## src/rtl/game_frame_sequencer.sv

```systemverilog
// rtl/game_frame_sequencer.sv - per-frame object update sequencer and game state machine
//
// Purpose: runs the game state machine (IDLE, INIT, RUN, OVER) and, once per
// frame at the rising edge of v_sync, grants one update slot to each object
// client in index order using a one-hot req / single-cycle ack handshake.
//
// Optional feature macro: GAME_FRAME_SEQ_AUTO_RESTART_EN
//   defined   : OVER returns to INIT on the v_sync edge that completes the hold
//   undefined : OVER returns to INIT on a start_btn edge after the hold
//
// Ports:
//   clock        system/pixel clock
//   reset        asynchronous active-low reset
//   v_sync       vertical sync, active-high, synchronous to clock
//   start_btn    start/restart button, debounced, active-high
//   collision    game-over level from collision logic
//   upd_req      one-hot update request to object i
//   upd_ack      single-cycle acknowledge from object i
//   obj_init     one-cycle pulse: objects load start positions
//   game_state   0=IDLE 1=INIT 2=RUN 3=OVER
//   frame_count  frames sequenced since last INIT (wraps)
//   overrun      sticky: v_sync edge arrived mid-sequence
//   ack_timeout  sticky: a request expired without ack
module game_frame_sequencer #(
  parameter int NUM_OBJ          = 4,
  parameter int ACK_TIMEOUT      = 255,
  parameter int OVER_HOLD_FRAMES = 120
) (
  input  logic               clock,
  input  logic               reset,
  input  logic               v_sync,
  input  logic               start_btn,
  input  logic               collision,
  output logic [NUM_OBJ-1:0] upd_req,
  input  logic [NUM_OBJ-1:0] upd_ack,
  output logic               obj_init,
  output logic [1:0]         game_state,
  output logic [15:0]        frame_count,
  output logic               overrun,
  output logic               ack_timeout
);

  localparam int IW = (NUM_OBJ > 1) ? $clog2(NUM_OBJ) : 1;
  localparam int TW = $clog2(ACK_TIMEOUT + 1);
  localparam int HW = $clog2(OVER_HOLD_FRAMES + 1);
  localparam logic [IW-1:0] LAST_IDX = IW'(NUM_OBJ - 1);
  localparam logic [TW-1:0] TMO_LAST = TW'(ACK_TIMEOUT - 1);
`ifdef GAME_FRAME_SEQ_AUTO_RESTART_EN
  localparam logic [HW-1:0] HOLD_LAST = HW'(OVER_HOLD_FRAMES - 1);
`else
  localparam logic [HW-1:0] HOLD_DONE = HW'(OVER_HOLD_FRAMES);
`endif

  typedef enum logic [1:0] {
    ST_IDLE = 2'd0,
    ST_INIT = 2'd1,
    ST_RUN  = 2'd2,
    ST_OVER = 2'd3
  } state_t;

  state_t          state;
  logic            v_sync_q;
  logic            start_q;
  logic            busy;       // sequence sub-FSM: 0 = WAIT, 1 = servicing idx
  logic [IW-1:0]   idx;
  logic [TW-1:0]   tcnt;
  logic [HW-1:0]   hold_cnt;
  logic            coll_pend;

  logic            vs_rise;
  logic            st_rise;
  logic            ack_hit;
  logic            tmo;
  logic [IW-1:0]   idx_nxt;

  assign vs_rise    = v_sync & ~v_sync_q;
  assign st_rise    = start_btn & ~start_q;
  // upd_req is one-hot on idx, so masking ignores acks from idle clients.
  assign ack_hit    = |(upd_ack & upd_req);
  assign tmo        = (tcnt == TMO_LAST);
  assign idx_nxt    = idx + 1'b1;
  assign game_state = state;

  always_ff @(posedge clock or negedge reset) begin
    if (!reset) begin
      state       <= ST_IDLE;
      v_sync_q    <= 1'b0;
      start_q     <= 1'b0;
      busy        <= 1'b0;
      idx         <= '0;
      tcnt        <= '0;
      hold_cnt    <= '0;
      coll_pend   <= 1'b0;
      upd_req     <= '0;
      obj_init    <= 1'b0;
      frame_count <= 16'd0;
      overrun     <= 1'b0;
      ack_timeout <= 1'b0;
    end else begin
      v_sync_q <= v_sync;
      start_q  <= start_btn;
      obj_init <= 1'b0;
      case (state)
        ST_IDLE: begin
          if (st_rise) begin
            state    <= ST_INIT;
            obj_init <= 1'b1;
          end
        end
        ST_INIT: begin
          state       <= ST_RUN;
          frame_count <= 16'd0;
          coll_pend   <= 1'b0;
          overrun     <= 1'b0;
          ack_timeout <= 1'b0;
          busy        <= 1'b0;
          idx         <= '0;
          tcnt        <= '0;
          upd_req     <= '0;
        end
        ST_RUN: begin
          if (!busy) begin
            // Collision beats a coincident v_sync edge: no new frame starts.
            if (collision || coll_pend) begin
              state     <= ST_OVER;
              hold_cnt  <= '0;
              coll_pend <= 1'b0;
            end else if (vs_rise) begin
              busy    <= 1'b1;
              idx     <= '0;
              tcnt    <= '0;
              upd_req <= NUM_OBJ'(1);
            end
          end else begin
            if (collision) coll_pend <= 1'b1;
            // Edge arriving mid-sequence is flagged and dropped.
            if (vs_rise) overrun <= 1'b1;
            if (ack_hit || tmo) begin
              if (!ack_hit) ack_timeout <= 1'b1;
              tcnt <= '0;
              if (idx == LAST_IDX) begin
                busy        <= 1'b0;
                upd_req     <= '0;
                frame_count <= frame_count + 16'd1;
                if (collision || coll_pend) begin
                  state     <= ST_OVER;
                  hold_cnt  <= '0;
                  coll_pend <= 1'b0;
                end
              end else begin
                idx     <= idx_nxt;
                upd_req <= NUM_OBJ'(1) << idx_nxt;
              end
            end else begin
              tcnt <= tcnt + 1'b1;
            end
          end
        end
        ST_OVER: begin
          upd_req <= '0;
          busy    <= 1'b0;
`ifdef GAME_FRAME_SEQ_AUTO_RESTART_EN
          if (vs_rise) begin
            if (hold_cnt == HOLD_LAST) begin
              state    <= ST_INIT;
              obj_init <= 1'b1;
            end else begin
              hold_cnt <= hold_cnt + 1'b1;
            end
          end
`else
          if (hold_cnt == HOLD_DONE) begin
            if (st_rise) begin
              state    <= ST_INIT;
              obj_init <= 1'b1;
            end
          end else if (vs_rise) begin
            hold_cnt <= hold_cnt + 1'b1;
          end
`endif
        end
        default: state <= ST_IDLE;
      endcase
    end
  end

endmodule

```

## config.mk

```make
export PLATFORM = sky130hd
export DESIGN_NAME = game_frame_sequencer
export DESIGN_NICKNAME = d
export VERILOG_FILES = /design/src/rtl/game_frame_sequencer.sv
export SDC_FILE = /design/constraint.sdc
export NUM_CORES = 1
export LEC_CHECK = 0
export CAP_MARGIN = 10
export CORE_ASPECT_RATIO = 1.4
export CORE_MARGIN = 2
export CORE_UTILIZATION = 40
export CTS_BUF_LIST = sky130_fd_sc_hd__clkbuf_8 sky130_fd_sc_hd__clkbuf_16
export CTS_CLUSTER_SIZE = 8
export DETAILED_ROUTE_END_ITERATION = 10
export SLEW_MARGIN = 30
export SYNTH_ARGS = -nofsm -noshare
export SYNTH_HDL_FRONTEND = slang
export SYNTH_SLANG_ARGS = --single-unit
```

## constraint.sdc

```tcl
create_clock -name clock -period 5.3 [get_ports clock]
set_input_delay 0.53 -clock clock [delete_from_list [all_inputs] [get_ports clock]]
set_output_delay 0.53 -clock clock [all_outputs]
set_load 0.02 [all_outputs]
```

== Word-level counts from Yosys, hierarchy flattened ==
Cells that the tools add are included.

* Bits in registers: 46
* Output and inout port bits: 25
* Word-level logic and storage cells: 118

* $add $sub $neg: 4
* Equal/unequal tests: 20
* Shifts and indexed selects: 1
* Multiplexer cells: 58
* Bitwise operators: 5
* Reductions and logical operators: 17

{| class="wikitable"
|+ Operators with widths
! operator !! number
|-
| two-way mux 16 bit || 3
|-
| two-way mux 7 bit || 6
|-
| two-way mux 8 bit || 4
|-
| case mux 16 bit (2 select lines) || 1
|-
| two-way mux 2 bit || 11
|-
| two-way mux 4 bit || 5
|-
| two-way mux 1 bit || 18
|-
| inequality test 3 bit (second input constant) || 6
|-
| adder 16 x 1 -> 16 bit (second input constant) || 1
|-
| inequality test 2 bit (second input constant) || 8
|-
| case mux 8 bit (2 select lines) || 1
|-
| case mux 7 bit (2 select lines) || 1
|-
| AND reduction 4 bit || 3
|-
| case mux 1 bit (2 select lines) || 5
|-
| AND reduction 5 bit || 2
|-
| AND reduction 3 bit || 3
|-
| adder 8 x 1 -> 8 bit (second input constant) || 1
|-
| == test 8 bit (second input constant) || 1
|-
| case mux 2 bit (4 select lines) || 1
|-
| case mux 4 bit (2 select lines) || 1
|-
| adder 7 x 1 -> 7 bit (second input constant) || 1
|-
| == test 7 bit (second input constant) || 1
|-
| == test 2 bit (second input constant) || 3
|-
| nonzero test 2 bit || 3
|-
| 12 further kinds || 15
|}

== Longest topological paths before layout ==
* Depth after elaboration: 6
* Gate-level depth with buffers: 10
* Mapped depth without buffers: 7

== Worst setup path after synthesis ==
OpenSTA, ideal clock, no wires.

* Kind: reg2reg
* Start point: reg state[0] (netlist: game_state[0])
* End point: reg state[1] (netlist: game_state[1])
* Data arrival time: 2.064 ns
* Required time: 5.175 ns
* Path slack: 3.112 ns
* Cell stages (with the launch flop): 9
* Path through: dfrtp_1 -> inv_1 -> ha_1 -> buf_2 -> and2_1 -> o21ai_0 -> nor2_1 -> a2111oi_2 -> mux2_2

* Word-level cells in the longest chain between the ends: 3
* Elaborated cells on any way between the ends: 9
* Classes of those cells: 6 x eq/ne; 1 x mux; 2 x reduce/logical

{| class="wikitable"
|+ Ends and longest elaborated chain
! item !! line !! RTL
|-
| start: declaration || 61 || <nowiki>state_t state;</nowiki>
|-
| start signal: assignment || 86 || <nowiki>state <= ST_IDLE;</nowiki>
|-
| start signal: assignment || 106 || <nowiki>state <= ST_INIT;</nowiki>
|-
| start signal: assignment || 111 || <nowiki>state <= ST_RUN;</nowiki>
|-
| == test 2 bit || 103 || <nowiki>case (state)</nowiki>
|-
| inequality test 3 bit (no source line) or inequality test 2 bit (tied branches) || - ||
|-
| AND reduction 3 bit (no source line) || - ||
|}

Several ways; a longest one is shown, not always the timed one.
A chain may end at the register's enable or synchronous reset.

== Worst setup path after layout ==
* Start point: reg state[1] (netlist: game_state[1])
* End point: reg frame_count[9]

* Word-level cells in the longest chain between the ends: 3
* Elaborated cells on any way between the ends: 8
* Classes of those cells: 5 x eq/ne; 1 x mux; 2 x reduce/logical

{| class="wikitable"
|+ Ends and longest elaborated chain
! item !! line !! RTL
|-
| == test 2 bit or == test 2 x 1 -> 1 bit (tied branches) || 103 ||
|-
| inequality test 2 bit (no source line) or nonzero test 2 bit (tied branches) || - ||
|-
| AND reduction 4 bit (no source line) || - ||
|-
| end signal: assignment || 144 || <nowiki>frame_count <= frame_count + 16'd1;</nowiki>
|-
| end: declaration || 38 || <nowiki>output logic [15:0] frame_count,</nowiki>
|}

Several ways; a longest one is shown, not always the timed one.

==> reports/results.ini <==
[floorplanning]
start_util = 0.4087
die_h_um = 97.94
coreArea_mm2 = 0.006168
dieArea_mm2 = 0.006963
rows = 34
io_pins = 34
die_x_um = 71.10

[synth]
syn_avg_cell_area_um2 = 9.372
synth-seq-area-share = 0.4566
synth_top_cells_by_count = 46 x dfrtp_1, 31 x nand2_1, 29 x o21ai_0, 16 x a21oi_1, 13 x ha_1
yosysTopAreaCell = dfrtp_1
synthFlopType = dfrtp_1
ys_top_cells_by_area = dfrtp_1 46%, ha_1 6.5%, o21ai_0 5.8%
ys.warnings.count = 0
synth_area_mm2 = 0.002521
synth_edf_count = 0
synth_seq_cells = 46
synthCells = 269
synth.most_common_cell = dfrtp_1
syn-num-nets = 291
synth_cell_types = 47
ys_async_sr_fraction = 1.000
yosysTopAreaCellShare = 0.4566

[cts]
post-cts-setup-buffer-count = 0
cts_hold_buf = 0
cts_resized = 0
numCtsBuffers = 5
clock_sinks = 46
clkLatencyLatePin_ns = 0.30
tritoncts = yes
ctsHtreeMaxLevel = 2
clockBufferDepth = 2
cts-root-buf = clkbuf_8
clkTransAtPathRegs_ns = 0.09

[timing]
worst_slew_pin_slew_ns = 0.7277
min_period_ns = 2.690
clock_skew_ns = 0.01222
timing.fmax_ghz = 0.3717
finalCritPeriodShare = 0.5076
hold_viol_final = 0
drv_slew = 0
tns_ns = 0
rsz0062_at_grt = false
slew_headroom = 0.5148
setup_viol = 0

[power]
p_leak_nw = 1.286
power.density_mw_per_mm2 = 353.6
vdd_ir_drop_max_v = 0.0002337

[min_path]
hold_class = in2async

[route]
drt_iter0_drc = 97
wl_met3_um = 224
ant_nets = 0
vias = 2119
drt-total-wl_mm = 5.797
viasPerCell = 5.666
drt-wirelength-per-cell_um = 15.50
wl_met2_mm = 2.985
highest_layer = met4
wl_met1_mm = 2.563
drc = 0
drt_pass1_iterations = 4

[worst_setup_path]
endpoint = frame_count[9]
rrSetupSlack_ns = 2.61
cp.depth = 7
crit_type = reg2reg
worstPathMaxFanout = 18
rr_endpoint = frame_count[9]
crit_start = game_state[1]
rr_worst_depth = 7
crit_slowest_cell = nor2b_2
required_ns = 5.53
worstPathCellList = inv_1, ha_1, nor2b_2, o211ai_1, a31o_2, or4_1, a21oi_1
timing.rr.start = game_state[1]
critPathBufInv = 1
slowest_delay_ns = 0.62
cp-start-kind = flip-flop
critPathArrivalTime_ns = 2.92
setup.worst_path.end_class = flip-flop
cp_top_family = simple AND/OR/NAND/NOR gates

[cells_and_area]
nets = 323
diodes = 0
final_area_mm2 = 0.003005
fill_cells = 601
layout-drive-gt1-share = 0.06291
area_growth_pct = 19.21

[grt]
first_global_vias = 2092
gr-total-overflow = 0
antenna_found_initial = 0
grt_max_degree = 47
grt_use_total = 0.1775
grt_pass1_wl_mm = 10.15

[place]
port_buffers = 33
globalplace.congestion = 0.7921
place_hpwl_mm = 4.199
place_area_mm2 = 0.002914

[status]
status = complete, no violations

[job]
drv_cap = 0

==> per-layer routing <==
layer / global-route usage / vias to the layer above
li1: - / 1050
met1: 0.2311 / 1018
met2: 0.3084 / 48
met3: 0.02890 / 3
met4: 0.03919 / 0
met5: 0 / -
==> kinds of logic (layout without fill, tap and decap cells) <==
logic type / count (synthesis) / count (layout) / share of synthesized area
mux: 6 / 6 / 0.02581
buf+inv: 19 / 52 / 0.03027
simple gates: 108 / 108 / 0.2303
compound gates: 77 / 77 / 0.1926
fa+ha+maj: 13 / 13 / 0.06452
flops: 46 / 46 / 0.4566
==> layout make-up <==
cell class | instances | area [µm²] | area share
multi-input combinational | 204 | 1304 | 0.4338
sequential | 46 | 1151 | 0.3830
tap | 72 | 90.09 | 0.02998
clock inverter | 2 | 8.758 | 0.002914
timing repair buffer | 33 | 327.8 | 0.1091
clock buffer | 6 | 82.58 | 0.02748
inverter | 11 | 41.29 | 0.01374
==> report_power, final <==
group	switching, mW	internal, mW	leakage, nW	total (mW)
sequential	0.0423	0.385	0.628	0.428
clock	0.121	0.104	0.0524	0.225
combinational	0.254	0.156	0.605	0.411
total	0.418	0.645	1.29	1.06
==> state kept, by name (all words and copies together) (netlist names) <==
signal and cells:
v_sync_q 1, ack_timeout 1, tcnt 8, overrun 1, obj_init 1, upd_req 4, hold_cnt 7, idx 2
frame_count 16, start_q 1, busy 1, coll_pend 1, game_state 2
==> layout by cell type (no fill, tap or decap), drive strengths merged, types with 2 or more instances in the layout <==
cell type and count:
nor4 5, or3 10, and2 3, or4 5
a21o 5, mux2 4, and3 10, nand4 6
ha 13, nor2b 5, nor3 5, dfrtp 46
o211ai 2, a22oi 2, clkbuf 6, nand2b 4
a21oi 16, inv 12, a21boi 2, o21ai 30
clkdlybuf4s50 32, nand2 31, o31ai 3, nand3 9
mux2i 2, nor2 10, a22o 6
==> per-stage QoR <==
stage / util / hold WS [ns] / cells / setup WS (ns) / power (mW)
after global routing: 0.4872 / 0.2854 / 374 / 2.386 / 1.142
after global placement: 0.4704 / 0.4306 / 366 / 2.343 / 0.8409
after floorplan: - / 0.2344 / 269 / 3.112 / 0.7138
after detailed placement: 0.4724 / 0.4262 / 366 / 2.612 / 0.8494
after CTS: 0.4872 / 0.2483 / 374 / 2.587 / 1.079
final: 0.4872 / 0.2331 / 374 / 2.610 / 1.063
==> worst min path at each step <==
stage / endpoint / slack (ns) / from / cells past startpoint
2_1_floorplan: ack_timeout / 0.23 / reset / 0
3_3_place_gp: obj_init / 0.43 / start_q / 1
3_5_place_dp: obj_init / 0.43 / start_q / 1
4_1_cts: tcnt[6] / 0.25 / reset / 1
5_1_grt: tcnt[0] / 0.29 / reset / 1
6_report: tcnt[0] / 0.23 / reset / 1
(Power assumes the default switching activity.)
